### src/rtl/ehl_apb_pkg.sv
// ehl_apb_pkg
//   Shared definitions for the APB master slice: FSM state encoding, the APB
//   data width and a helper that sizes watchdog counters.
package ehl_apb_pkg;

  localparam int APB_DW = 32;

  typedef enum logic [1:0] {
    IDLE   = 2'd0,
    SETUP  = 2'd1,
    ACCESS = 2'd2,
    RESP   = 2'd3
  } apb_state_e;

  // Counter width able to hold 0..limit; a disabled (0) limit still gets one bit.
  function automatic int wd_width(input int limit);
    return (limit < 1) ? 1 : $clog2(limit + 1);
  endfunction

endpackage

### src/rtl/ehl_apb_master_if.sv
// ehl_apb_master_if
//   Bundles the requester-side valid/ready request/response channel and the
//   APB3 bus of ehl_apb_master.
//   master modport : the view of ehl_apb_master (drives req_ready, rsp_*, APB
//                    request signals; receives req_*, rsp_ready, pready,
//                    pslverr, prdata).
//   slave modport  : the opposite view, used by the environment around it.
interface ehl_apb_master_if #(
  parameter int AWIDTH = 32
);
  import ehl_apb_pkg::*;

  // request channel
  logic              req_valid;
  logic              req_ready;
  logic              req_write;
  logic [AWIDTH-1:0] req_addr;
  logic [APB_DW-1:0] req_wdata;

  // response channel
  logic              rsp_valid;
  logic              rsp_ready;
  logic [APB_DW-1:0] rsp_rdata;
  logic              rsp_err;
  logic              rsp_tout;

  // APB3 bus
  logic [AWIDTH-1:0] paddr;
  logic              pwrite;
  logic              psel;
  logic              penable;
  logic [APB_DW-1:0] pwdata;
  logic              pready;
  logic              pslverr;
  logic [APB_DW-1:0] prdata;

  modport master (
    input  req_valid, req_write, req_addr, req_wdata, rsp_ready,
           pready, pslverr, prdata,
    output req_ready, rsp_valid, rsp_rdata, rsp_err, rsp_tout,
           paddr, pwrite, psel, penable, pwdata
  );

  modport slave (
    output req_valid, req_write, req_addr, req_wdata, rsp_ready,
           pready, pslverr, prdata,
    input  req_ready, rsp_valid, rsp_rdata, rsp_err, rsp_tout,
           paddr, pwrite, psel, penable, pwdata
  );

endinterface

### src/rtl/ehl_apb_watchdog.sv
// ehl_apb_watchdog
//   Saturating event counter with a limit-reached flag, meant for bus-master
//   ready watchdogs.
//   clk, rst_n : clock, asynchronous active-low reset
//   clr        : synchronous clear (wins over en)
//   en         : count this cycle (e.g. slave not ready)
//   limit_hit  : this enabled cycle is the LIMIT-th counted one; never set
//                when LIMIT = 0 (watchdog disabled)
module ehl_apb_watchdog
  import ehl_apb_pkg::*;
#(
  parameter int LIMIT = 256,
  parameter int CW    = wd_width(LIMIT)
) (
  input  logic clk,
  input  logic rst_n,
  input  logic clr,
  input  logic en,
  output logic limit_hit
);

  localparam logic [CW-1:0] LIM    = CW'(LIMIT);
  localparam logic [CW-1:0] LIM_M1 = (LIMIT > 0) ? CW'(LIMIT - 1) : '0;
  localparam bit            ACTIVE = (LIMIT > 0);

  logic [CW-1:0] cnt;

  always_ff @(posedge clk or negedge rst_n) begin
    if (!rst_n) begin
      cnt <= '0;
    end else if (clr) begin
      cnt <= '0;
    end else if (en && (cnt != LIM)) begin
      cnt <= cnt + CW'(1);
    end
  end

  // Flag the cycle whose increment brings the count to LIMIT, so the owner
  // can act on exactly the LIMIT-th stalled cycle.
  assign limit_hit = ACTIVE && en && (cnt >= LIM_M1);

endmodule

### src/rtl/ehl_apb_master.sv
// ehl_apb_master
//   Turns one valid/ready request into one APB3 transfer and returns a single
//   response. One transfer outstanding at a time; misaligned requests are
//   rejected without touching the bus, and a watchdog aborts transfers whose
//   slave keeps pready low for TIMEOUT ACCESS cycles.
//   pclk    : clock
//   presetn : asynchronous active-low reset
//   bus     : ehl_apb_master_if.master -- request channel (req_valid/ready,
//             req_write, req_addr, req_wdata), response channel (rsp_valid/
//             ready, rsp_rdata, rsp_err, rsp_tout) and APB3 bus (paddr,
//             pwrite, psel, penable, pwdata, pready, pslverr, prdata).
module ehl_apb_master
  import ehl_apb_pkg::*;
#(
  parameter int AWIDTH      = 32,
  parameter int TIMEOUT     = 256,
  parameter int CHECK_ALIGN = 1
) (
  input  logic             pclk,
  input  logic             presetn,
  ehl_apb_master_if.master bus
);

  localparam bit ALIGN_ON = (CHECK_ALIGN != 0);

  function automatic logic misaligned(input logic [1:0] lsb);
    return ALIGN_ON && (lsb != 2'b00);
  endfunction

  apb_state_e state;
  logic       wd_clr;
  logic       wd_en;
  logic       wd_hit;

  // Counts stalled ACCESS cycles; cleared when the response is consumed.
  assign wd_en  = (state == ACCESS) && !bus.pready;
  assign wd_clr = (state == RESP) && bus.rsp_ready;

  ehl_apb_watchdog #(
    .LIMIT (TIMEOUT)
  ) u_wd (
    .clk       (pclk),
    .rst_n     (presetn),
    .clr       (wd_clr),
    .en        (wd_en),
    .limit_hit (wd_hit)
  );

  always_ff @(posedge pclk or negedge presetn) begin
    if (!presetn) begin
      state         <= IDLE;
      bus.req_ready <= 1'b1;
      bus.psel      <= 1'b0;
      bus.penable   <= 1'b0;
      bus.paddr     <= '0;
      bus.pwrite    <= 1'b0;
      bus.pwdata    <= '0;
      bus.rsp_valid <= 1'b0;
      bus.rsp_rdata <= '0;
      bus.rsp_err   <= 1'b0;
      bus.rsp_tout  <= 1'b0;
    end else begin
      unique case (state)
        // accept a request and latch the transfer attributes
        IDLE: begin
          if (bus.req_valid) begin
            bus.req_ready <= 1'b0;
            bus.paddr     <= bus.req_addr;
            bus.pwdata    <= bus.req_wdata;
            bus.pwrite    <= bus.req_write;
            if (misaligned(bus.req_addr[1:0])) begin
              state         <= RESP;
              bus.rsp_valid <= 1'b1;
              bus.rsp_err   <= 1'b1;
              bus.rsp_tout  <= 1'b0;
              bus.rsp_rdata <= '0;
            end else begin
              state       <= SETUP;
              bus.psel    <= 1'b1;
              bus.penable <= 1'b0;
            end
          end
        end

        // single SETUP cycle
        SETUP: begin
          state       <= ACCESS;
          bus.penable <= 1'b1;
        end

        // wait for the slave; pready in the limit cycle still completes
        ACCESS: begin
          if (bus.pready) begin
            state         <= RESP;
            bus.psel      <= 1'b0;
            bus.penable   <= 1'b0;
            bus.rsp_valid <= 1'b1;
            bus.rsp_err   <= bus.pslverr;
            bus.rsp_tout  <= 1'b0;
            bus.rsp_rdata <= (bus.pwrite || bus.pslverr) ? '0 : bus.prdata;
          end else if (wd_hit) begin
            // Abandoning a live ACCESS breaks APB rules; this is the
            // last-resort escape from a hung slave.
            state         <= RESP;
            bus.psel      <= 1'b0;
            bus.penable   <= 1'b0;
            bus.rsp_valid <= 1'b1;
            bus.rsp_err   <= 1'b1;
            bus.rsp_tout  <= 1'b1;
            bus.rsp_rdata <= '0;
          end
        end

        // hold the response until the requester takes it
        RESP: begin
          if (bus.rsp_ready) begin
            state         <= IDLE;
            bus.req_ready <= 1'b1;
            bus.rsp_valid <= 1'b0;
            bus.rsp_err   <= 1'b0;
            bus.rsp_tout  <= 1'b0;
          end
        end

        default: state <= IDLE;
      endcase
    end
  end

endmodule

### src/flat_wrapper.sv
// flat-port wrapper written by rule: the top's interface ports become plain ports
module ehl_apb_master_flat import ehl_apb_pkg::*;
#(
  parameter int AWIDTH      = 32,
  parameter int TIMEOUT     = 256,
  parameter int CHECK_ALIGN = 1
)
  (pclk, presetn, bus_req_valid, bus_req_write, bus_req_addr, bus_req_wdata, bus_rsp_ready, bus_pready, bus_pslverr, bus_prdata, bus_req_ready, bus_rsp_valid, bus_rsp_rdata, bus_rsp_err, bus_rsp_tout, bus_paddr, bus_pwrite, bus_psel, bus_penable, bus_pwdata);
  ehl_apb_master_if #(.AWIDTH(AWIDTH)) bus_i ();
  input  logic pclk;
  input  logic presetn;
  input wire logic [$bits(bus_i.req_valid)-1:0] bus_req_valid;
  input wire logic [$bits(bus_i.req_write)-1:0] bus_req_write;
  input wire logic [$bits(bus_i.req_addr)-1:0] bus_req_addr;
  input wire logic [$bits(bus_i.req_wdata)-1:0] bus_req_wdata;
  input wire logic [$bits(bus_i.rsp_ready)-1:0] bus_rsp_ready;
  input wire logic [$bits(bus_i.pready)-1:0] bus_pready;
  input wire logic [$bits(bus_i.pslverr)-1:0] bus_pslverr;
  input wire logic [$bits(bus_i.prdata)-1:0] bus_prdata;
  output wire logic [$bits(bus_i.req_ready)-1:0] bus_req_ready;
  output wire logic [$bits(bus_i.rsp_valid)-1:0] bus_rsp_valid;
  output wire logic [$bits(bus_i.rsp_rdata)-1:0] bus_rsp_rdata;
  output wire logic [$bits(bus_i.rsp_err)-1:0] bus_rsp_err;
  output wire logic [$bits(bus_i.rsp_tout)-1:0] bus_rsp_tout;
  output wire logic [$bits(bus_i.paddr)-1:0] bus_paddr;
  output wire logic [$bits(bus_i.pwrite)-1:0] bus_pwrite;
  output wire logic [$bits(bus_i.psel)-1:0] bus_psel;
  output wire logic [$bits(bus_i.penable)-1:0] bus_penable;
  output wire logic [$bits(bus_i.pwdata)-1:0] bus_pwdata;
  assign bus_i.req_valid = bus_req_valid;
  assign bus_i.req_write = bus_req_write;
  assign bus_i.req_addr = bus_req_addr;
  assign bus_i.req_wdata = bus_req_wdata;
  assign bus_i.rsp_ready = bus_rsp_ready;
  assign bus_i.pready = bus_pready;
  assign bus_i.pslverr = bus_pslverr;
  assign bus_i.prdata = bus_prdata;
  assign bus_req_ready = bus_i.req_ready;
  assign bus_rsp_valid = bus_i.rsp_valid;
  assign bus_rsp_rdata = bus_i.rsp_rdata;
  assign bus_rsp_err = bus_i.rsp_err;
  assign bus_rsp_tout = bus_i.rsp_tout;
  assign bus_paddr = bus_i.paddr;
  assign bus_pwrite = bus_i.pwrite;
  assign bus_psel = bus_i.psel;
  assign bus_penable = bus_i.penable;
  assign bus_pwdata = bus_i.pwdata;
  ehl_apb_master #(.AWIDTH(AWIDTH), .TIMEOUT(TIMEOUT), .CHECK_ALIGN(CHECK_ALIGN)) u_core (.pclk(pclk), .presetn(presetn), .bus(bus_i));
endmodule
### config.mk
export PLATFORM = sky130hd
export DESIGN_NAME = ehl_apb_master_flat
export DESIGN_NICKNAME = d
export VERILOG_FILES = /design/src/rtl/ehl_apb_pkg.sv /design/src/rtl/ehl_apb_master_if.sv /design/src/rtl/ehl_apb_watchdog.sv /design/src/rtl/ehl_apb_master.sv /design/src/flat_wrapper.sv
export SDC_FILE = /design/constraint.sdc
export NUM_CORES = 1
export LEC_CHECK = 0
export ABC_AREA = 0
export CAP_MARGIN = 20
export CORE_MARGIN = 4
export CORE_UTILIZATION = 30
export DETAILED_ROUTE_END_ITERATION = 7
export MAX_ROUTING_LAYER = met4
export PLACE_DENSITY = 0.64
export SETUP_SLACK_MARGIN = 0.1
export SLEW_MARGIN = 20
export SYNTH_ARGS = -nofsm -noshare
export SYNTH_HDL_FRONTEND = slang
export SYNTH_SLANG_ARGS = --single-unit
### constraint.sdc
create_clock -name pclk -period 2.25 [get_ports pclk]
set_clock_uncertainty 0.2 [all_clocks]
set_input_delay 0.45 -clock pclk [delete_from_list [all_inputs] [get_ports pclk]]
set_output_delay 0.45 -clock pclk [all_outputs]
set_load 0.02 [all_outputs]
* Word level (Yosys, flattened, before mapping) *
Cells that the tools add are included.

operators by class
  add/sub/neg operators = 1
  magnitude comparators = 1
  equality and inequality tests = 9
  muxes and demuxes = 37
  reductions and logical operators = 20

operators with widths
  operator                                                            number
  two-way mux 32 bit                                                  5
  one-hot mux 32 bit (2 select lines)                                 1
  two-way mux 9 bit                                                   2
  two-way mux 1 bit                                                   17
  one-hot mux 1 bit (3 select lines)                                  4
  AND reduction 4 bit                                                 3
  two-way mux 2 bit                                                   5
  adder 9 x 1 -> 9 bit (second input constant)                        1
  greater-or-equal comparator 9 x 8 -> 1 bit (second input constant)  1
  != test 9 bit (second input constant)                               1
  one-hot mux 2 bit (4 select lines)                                  1
  nonzero test 2 bit                                                  4
  != test 2 bit (second input constant)                               3
  AND reduction 3 bit                                                 2
  nonzero test 3 bit                                                  2
  AND reduction 5 bit                                                 1
  == test 2 bit (second input constant)                               2
  logical AND 1 bit                                                   4
  one-hot mux 1 bit (2 select lines)                                  2
  != test 3 bit (second input constant)                               1
  == test 2 x 1 -> 1 bit (second input constant)                      1
  logical NOT 2 bit                                                   1
  != test 2 x 1 -> 1 bit (second input constant)                      1
  AND reduction 2 bit                                                 1
  other kinds (2)                                                     2

storage, ports and cells
  register bits = 114
  output and inout bits = 103
  logic and storage cells = 80

* Depth between registers and ports, before layout *
Gate-level depths: netlist of run 1.

  word-level depth = 6
  depth in mapped cells = 9

* By module *
From an unflattened synthesis of run 1, not the netlist that was laid out.

unflattened totals
  cells, all modules = 385
  area total of the unflattened synthesis = 4790.8 µm²

by module, submodules not included
  module            times used  cells an instance  area each (µm²)
  ehl_apb_master    1           330                4244.1
  ehl_apb_watchdog  1           55                 546.8

* Least setup slack after synthesis of run 1 *
No wires, ideal clock.

  path type = register -> register
  start point = register u_core.u_wd.cnt[0]
  end point = register u_core.bus.rsp_err
  setup time = 0.125 ns
  data arrival time = 1.747 ns
  required time = 1.925 ns
  path slack = 0.178 ns
  cell stages (with the launch flop) = 9
  buffers on the path = 0
  cells stage by stage = dfrtp_1 -> ha_1 -> nand3_1 -> nor2_1 -> ha_1 -> nor2_1 -> o211ai_4 -> nand4b_1 -> mux2_2

between the ends
  longest elaborated chain between the ends = 4

ends and longest elaborated chain
  element                                     RTL line                 text
  start, declared                             ehl_apb_watchdog.sv:26   logic [CW-1:0] cnt;
  start signal, assigned                      ehl_apb_watchdog.sv:34   cnt <= cnt + CW'(1);
  greater-or-equal comparator 9 x 8 -> 1 bit  ehl_apb_watchdog.sv:40   assign limit_hit = ACTIVE && en && (cnt >= LIM_M1);
  logical AND 1 bit                           ehl_apb_watchdog.sv:40
  != test 3 bit (no line)                     n/a
  AND reduction 5 bit (no line)               n/a
  end signal, assigned                        ehl_apb_master.sv:98     bus.rsp_err <= bus.pslverr;
  end, declared                               ehl_apb_master_if.sv:40  output req_ready, rsp_valid, rsp_rdata, rsp_err, rsp_tout,

Every way passes these cells.
A chain may end at the register's enable or synchronous reset.

* Worst setup path in the final report of run 1 *
  start point = register u_core.bus.pwrite
  end point = output bus_pwrite

RTL lines
  element                 RTL line                 text
  start, declared         ehl_apb_master_if.sv:41  paddr, pwrite, psel, penable, pwdata
  start signal, assigned  ehl_apb_master.sv:70     bus.pwrite <= bus.req_write;
  end, declared           flat_wrapper.sv:26       output wire logic [$bits(bus_i.pwrite)-1:0] bus_pwrite;

No word-level cell between the ends.

==> out/summary.txt, run 1 <==
Sw Pwr -> 0.00388 W
P&R area growth vs syn -> 64.7%
Relative slew slack -> 71.7%
Slew @ Worst Pin -> 0.425 ns
Post-route cell area -> 0.00798 mm^2
Critical-path cell list -> clkdlybuf4s50_1
Grt total ovfl -> 0
P_leak -> 3.46 nW
CTS Buf Count -> 17
Netlist cell types -> 35
Storage element area -> 0.00285 mm^2
Clock Path Buffers -> 2
Routed vias/inst -> 4.41
Initial antenna violation count -> 1
Synth Area per Inst -> 13.0 um^2
Worst-path clk slew -> 0.06 ns
Startpoint types -> register
Pwr dens -> 1400 mW/mm^2
Die Y -> 135 um
Setup crit start -> u_core.bus.pwrite$_DFFE_PN0P_
DP HPWL -> 9660 um
Slowest stage delay, CP -> 0.64 ns
Largest net degree at the start of global routing -> 49
Status -> completed
Synth top area share -> 58.3%
Tot Pwr -> 0.0112 W
Initial Utilization -> 30.5%
Vias -> 3692
TritonRoute pass-1 iters -> 4
Synth Instances -> 374
Worst min path class -> register to register
Most frequent cells in the layout -> clkdlybuf4s50_1 (203), dfrtp_1 (113), mux2_2 (68)
Max VDD drop -> 0.732 mV
Yosys warning count -> 0
# fillers -> 1403
Max Cap Viol -> 0
Port-buffer cells -> 205
Worst-Skew Late Latency -> 0.40 ns
Vias in the first global route -> 3920
Row Count -> 46
Sw frac -> 34.7%
Final setup violating endpoints -> 0
Worst R2R Start -> u_core.u_wd.cnt[0]$_DFFE_PN0P_
PnR worst setup slack -> 0.153 ns
Post-place setup slack -> 0.0463 ns
Hold Crit Start -> u_core.bus.pwdata[8]$_DFFE_PN0P_
Final Hold Viols -> 0
Remaining DRCs -> 0
CTS sink count -> 114
Final wirelength -> 13200 um
Multi-input logic area -> 0.00177 mm^2
CTS root buffer -> clkbuf_16
Fin crit share -> 93.2%
Fin. max-slew vios -> 0
Min cycle time layout -> 2.10 ns
Cell Area, Synth -> 0.00485 mm^2
Post-synth EDFFs -> 0
Unrepaired setup endpoints after global routing -> yes
GP Congestion -> 0.824
Net Count, Synth -> 484
Yosys reg bits -> 114
Worst Setup Path Type -> register to output port
Buf/Inv on CP -> 1
Die Width -> 135 um
Required time of the critical path -> 1.60 ns
Primary FF master, synth -> dfrtp_1
GRT Overall Usage -> 14.8%
Area contributors post-synth -> dfrtp_1 (58%), mux2_2 (16%), mux2i_1 (7.4%), inv_1 (3.1%), nand2_1 (2.8%)
WHS -> 0.304 ns
Leading cell type in the layout, fill and taps excluded -> clkdlybuf4s50_1
CTS tree -> built
Reg2Reg Setup Slack -> 0.20 ns
Initial drt markers -> 111
Largest area contributor in the netlist -> dfrtp_1
Worst EP arrival -> 1.45 ns
Total die area -> 0.0183 mm^2
Int Pwr -> 0.00730 W
First-pass GRT wire length -> 20500 um
TNS Setup -> 0 ns
Post-route ant nets -> 0
Top delay family on crit path -> buffers and inverters
Layout cells sized above 1 -> 22.4%
Core Region -> 0.0159 mm^2
Clk pwr share -> 23.2%
Fmax -> 0.477 GHz
Logic gate share of total power -> 47.1%
CP max FO -> 3
Critical-path top delay cell -> clkdlybuf4s50_1
Flop pwr share -> 29.7%
Drt wl/cell -> 15.8 um
Asr flop ratio synth -> 100%
Setup crit end kind -> output port
Nets -> 717
DP Area -> 0.00728 mm^2
Top Ports -> 206
Seq/Total Area, Yosys -> 58.9%
CTS H-tree lvls -> 4
## state kept, by name (all words and copies together), names as in the netlist, 2 cells and up
name and cells:
u_core.bus.rsp_rdata 32, u_core.u_wd.cnt 9, u_core.bus.paddr 32, u_core.bus.pwdata 32
u_core.state 2
## final cells by class
class                      count  share of cell area (%)
tap                          216                    3.39
inverter                      40                    1.88
timing repair buffer         229                    29.5
sequential                   114                    35.8
antenna                        1                  0.0313
multi-input combinational    205                    22.2
clock buffer                  19                    5.67
clock inverter                13                    1.58
## power by group through the flow
stage / logic (W) / clock network (W) / registers [W]
floorplan: 0.00178 / 0 / 0.00424
global placement: 0.00495 / 0 / 0.00331
detailed placement: 0.00502 / 0 / 0.00334
CTS: 0.00503 / 0.00267 / 0.00333
global route: 0.00560 / 0.00278 / 0.00343
finish: 0.00526 / 0.00260 / 0.00332
## synthesized netlist by cell type, types with 2 or more instances
cell type    n
dfrtp_1    113
buf_2        7
xor2_1       5
nor2b_1      3
and2_1       3
inv_1       40
o211ai_4     2
nand3_1      4
nor2_1      15
mux2_2      68
ha_1         7
a21oi_1      4
nor4b_1      2
o21ai_0      3
clkbuf_1     3
nand4_1      3
nand2_1     36
buf_6        3
mux2i_1     36
and4_2       2
## metal layers
| metal | wire length, um | GRT usage, % | vias up |
|---|---|---|---|
| met1 | 5630 | 18.1 | 1807 |
| met5 | 0 | - | - |
| met2 | 6140 | 21.9 | 153 |
| li1 | - | - | 1719 |
| met4 | 139 | 4.14 | 0 |
| met3 | 1320 | 7.15 | 13 |
## kinds of logic (layout without fill, tap and decap cells)
kind of cell | count (synthesis) | in the layout | share of synthesized area, %
AOI/OAI and AO/OA | 15 | 15 | 2.66
other | 0 | 1 | 0
buffers and inverters | 55 | 301 | 4.98
DFF | 114 | 114 | 58.9
muxes | 104 | 104 | 23.2
and+or+nand+nor | 73 | 73 | 7.36
adders and majority gates | 7 | 7 | 1.81
xor gates and xnor gates | 6 | 6 | 1.08
## final timing paths
path | end | depth (start not counted)
worst max-delay path | bus_pwrite | 1
worst min-delay path | u_core.bus.pwdata[8]$_DFFE_PN0P_ | 1
worst max register to register | u_core.bus.rsp_rdata[17]$_DFFE_PN0P_ | 10
worst min register to register | u_core.bus.pwdata[8]$_DFFE_PN0P_ | 1
max in group asynchronous | u_core.bus.req_ready$_DFFE_PN1P_ | 3
min in group asynchronous | u_core.bus.rsp_rdata[23]$_DFFE_PN0P_ | 2
## what timing repair did
item / CTS / global route
gates resized for setup: 1 / 6
setup buffers: 0 / 3
endpoints found under the hold margin: 25 / 0
hold buffers: 1 / 0
setup endpoints to repair: 1 / 35
cloned: 0 / 3
pin swaps: 0 / 3
## through the flow
| stage | instances | utilization, % |
|---|---|---|
| after floorplan | 374 | - |
| after global placement | 797 | 45.8 |
| after global routing | 837 | 50.3 |
| final | 837 | 50.3 |
| after detailed placement | 797 | 45.8 |
| after CTS | 830 | 49.5 |
(Power assumes the default switching activity.)
==> run 2, diff against run 1 <==
--- a/config.mk
+++ b/config.mk
@@ -10,6 +10,7 @@
 export CORE_MARGIN = 4
 export CORE_UTILIZATION = 30
 export DETAILED_ROUTE_END_ITERATION = 7
+export GPL_ROUTABILITY_DRIVEN = 0
 export MAX_ROUTING_LAYER = met4
 export PLACE_DENSITY = 0.64
 export SETUP_SLACK_MARGIN = 0.1
@@ -17,3 +18,4 @@
 export SYNTH_ARGS = -nofsm -noshare
 export SYNTH_HDL_FRONTEND = slang
 export SYNTH_SLANG_ARGS = --single-unit
+export TNS_END_PERCENT = 10
==> run 2 against run 1 <==
Compared with the run above:
- die area did not move
- non-clock buffer count shrank 2
- combinational power down 2%
- utilization fell by 0.22 points
- global-route usage is the same
- maximum frequency hardly changed
==> out/summary.txt, run 2 (synthesized netlist as in run 1, its figures left out) <==
Status -> completed (unchanged)
Post-place setup slack -> 0.0463 ns (unchanged)
Most frequent cells in the layout -> clkdlybuf4s50_1 (203), dfrtp_1 (113), mux2_2 (68) (unchanged)
Final Hold Viols -> 0 (unchanged)
Nets -> 715 (was 717)
Clock Path Buffers -> 2 (unchanged)
Initial antenna violation count -> 1 (unchanged)
Vias in the first global route -> 3920 (unchanged)
Die Width -> 135 um (unchanged)
CTS tree -> built (unchanged)
Worst-path clk slew -> 0.06 ns (about the same)
P&R area growth vs syn -> 64.0% (was 64.7%)
Die Y -> 135 um (unchanged)
Worst min path class -> register to register (unchanged)
Core Region -> 0.0159 mm^2 (unchanged)
Row Count -> 46 (unchanged)
Top Ports -> 206 (unchanged)
CTS sink count -> 114 (unchanged)
Relative slew slack -> 71.7% (about the same)
Fin. max-slew vios -> 0 (unchanged)
Final setup violating endpoints -> 0 (unchanged)
Unrepaired setup endpoints after global routing -> yes (unchanged)
Vias -> 3685 (was 3692)
Setup crit end kind -> output port (unchanged)
First-pass GRT wire length -> 20500 um (unchanged)
Max Cap Viol -> 0 (unchanged)
Layout cells sized above 1 -> 22.2% (was 22.4%)
CTS H-tree lvls -> 4 (unchanged)
Port-buffer cells -> 205 (unchanged)
P_leak -> 3.44 nW (was 3.46 nW)
CTS root buffer -> clkbuf_16 (unchanged)
Post-route ant nets -> 0 (unchanged)
Slew @ Worst Pin -> 0.424 ns (was 0.425 ns)
Slowest stage delay, CP -> 0.64 ns (about the same)
Initial Utilization -> 30.5% (unchanged)
Biggest registers after layout -> u_core.bus.paddr (32), u_core.bus.pwdata (32), u_core.bus.rsp_rdata (32) (unchanged)
CTS Buf Count -> 17 (unchanged)
Top delay family on crit path -> buffers and inverters (unchanged)
Initial drt markers -> 119 (was 111)
CP max FO -> 3 (unchanged)
Routed vias/inst -> 4.41 (about the same)
Critical-path cell list -> clkdlybuf4s50_1 (unchanged)
Remaining DRCs -> 0 (unchanged)
Pwr dens -> 1390 mW/mm^2 (was 1400 mW/mm^2)
Min cycle time layout -> 2.10 ns (about the same)
Grt total ovfl -> 0 (unchanged)
Buf/Inv on CP -> 1 (unchanged)
Fin crit share -> 93.2% (about the same)
Max VDD drop -> 0.732 mV (about the same)
Critical-path top delay cell -> clkdlybuf4s50_1 (unchanged)
DP HPWL -> 9660 um (unchanged)
Worst EP arrival -> 1.45 ns (about the same)
Storage element area -> 0.00285 mm^2 (unchanged)
Multi-input logic area -> 0.00177 mm^2 (unchanged)
Leading cell type in the layout, fill and taps excluded -> clkdlybuf4s50_1 (unchanged)
PnR worst setup slack -> 0.153 ns (about the same)
Startpoint types -> register (unchanged)
Drt wl/cell -> 15.8 um (about the same)
# fillers -> 1409 (was 1403)
Worst-Skew Late Latency -> 0.41 ns (was 0.40 ns)
Fmax -> 0.477 GHz (about the same)
Total die area -> 0.0183 mm^2 (unchanged)
TNS Setup -> 0 ns (unchanged)
Required time of the critical path -> 1.60 ns (about the same)
Worst Setup Path Type -> register to output port (unchanged)
Largest net degree at the start of global routing -> 49 (unchanged)
TritonRoute pass-1 iters -> 4 (unchanged)
Tot Pwr -> 0.0111 W (was 0.0112 W)
Final wirelength -> 13200 um (about the same)
GRT Overall Usage -> 14.8% (unchanged)
[run 2: layout make-up]
type / count / share of cell area [%]
timing repair buffer: 227 / 29.2
multi-input combinational: 205 / 22.3
inverter: 40 / 1.89
antenna: 1 / 0.0315
sequential: 114 / 35.9
clock inverter: 13 / 1.59
clock buffer: 19 / 5.70
tap: 216 / 3.40
[run 2: what timing repair did]
action | CTS | global route
gates cloned | 0 | 2
pin swaps | 0 | 3
buffers inserted | 0 | 2
resized for setup | 1 | 5
endpoints found under the hold margin | 25 | 0
hold buffers | 1 | 0
setup endpoints to repair | 1 | 35
[run 2: per-stage QoR]
stage | area (um^2) | std cells | util (%) | hold slack [ns]
global placement | 7280 | 797 | 45.8 | 0.215
global route | 7950 | 835 | 50.0 | 0.323
detailed placement | 7280 | 797 | 45.8 | 0.216
floorplan | 4850 | 374 | - | -0.0456
CTS | 7860 | 830 | 49.5 | 0.309
finish | 7950 | 835 | 50.0 | 0.304
[run 2: worst paths after layout]
check | start | end | slack (ns) | cells after the start
worst min-delay path | u_core.bus.pwdata[8]$_DFFE_PN0P_ | u_core.bus.pwdata[8]$_DFFE_PN0P_ | 0.30 | 1
worst max register to register | u_core.state[0]$_DFFE_PN0P_ | u_core.bus.rsp_rdata[10]$_DFFE_PN0P_ | 0.17 | 7
min in group asynchronous | presetn | u_core.bus.rsp_rdata[23]$_DFFE_PN0P_ | 0.32 | 2
max in group asynchronous | presetn | u_core.bus.req_ready$_DFFE_PN1P_ | 0.89 | 3
worst min register to register | u_core.bus.pwdata[8]$_DFFE_PN0P_ | u_core.bus.pwdata[8]$_DFFE_PN0P_ | 0.30 | 1
worst max-delay path | u_core.bus.pwrite$_DFFE_PN0P_ | bus_pwrite | 0.15 | 1
[run 2: per-layer routing]
| layer | vias to the layer above | share of wire, % | GRT usage (%) |
|---|---|---|---|
| li1 | 1717 | - | - |
| met1 | 1793 | 43 | 18.1 |
| met2 | 160 | 46 | 21.9 |
| met3 | 15 | 10 | 7.15 |
| met4 | 0 | 1.1 | 4.14 |
| met5 | - | 0 | - |
[run 2: report_power, final]
group          switching (W)  internal (W)  total (W)
clock network        0.00101       0.00159    0.00260
logic                0.00239       0.00275    0.00515
registers           0.000450       0.00287    0.00332
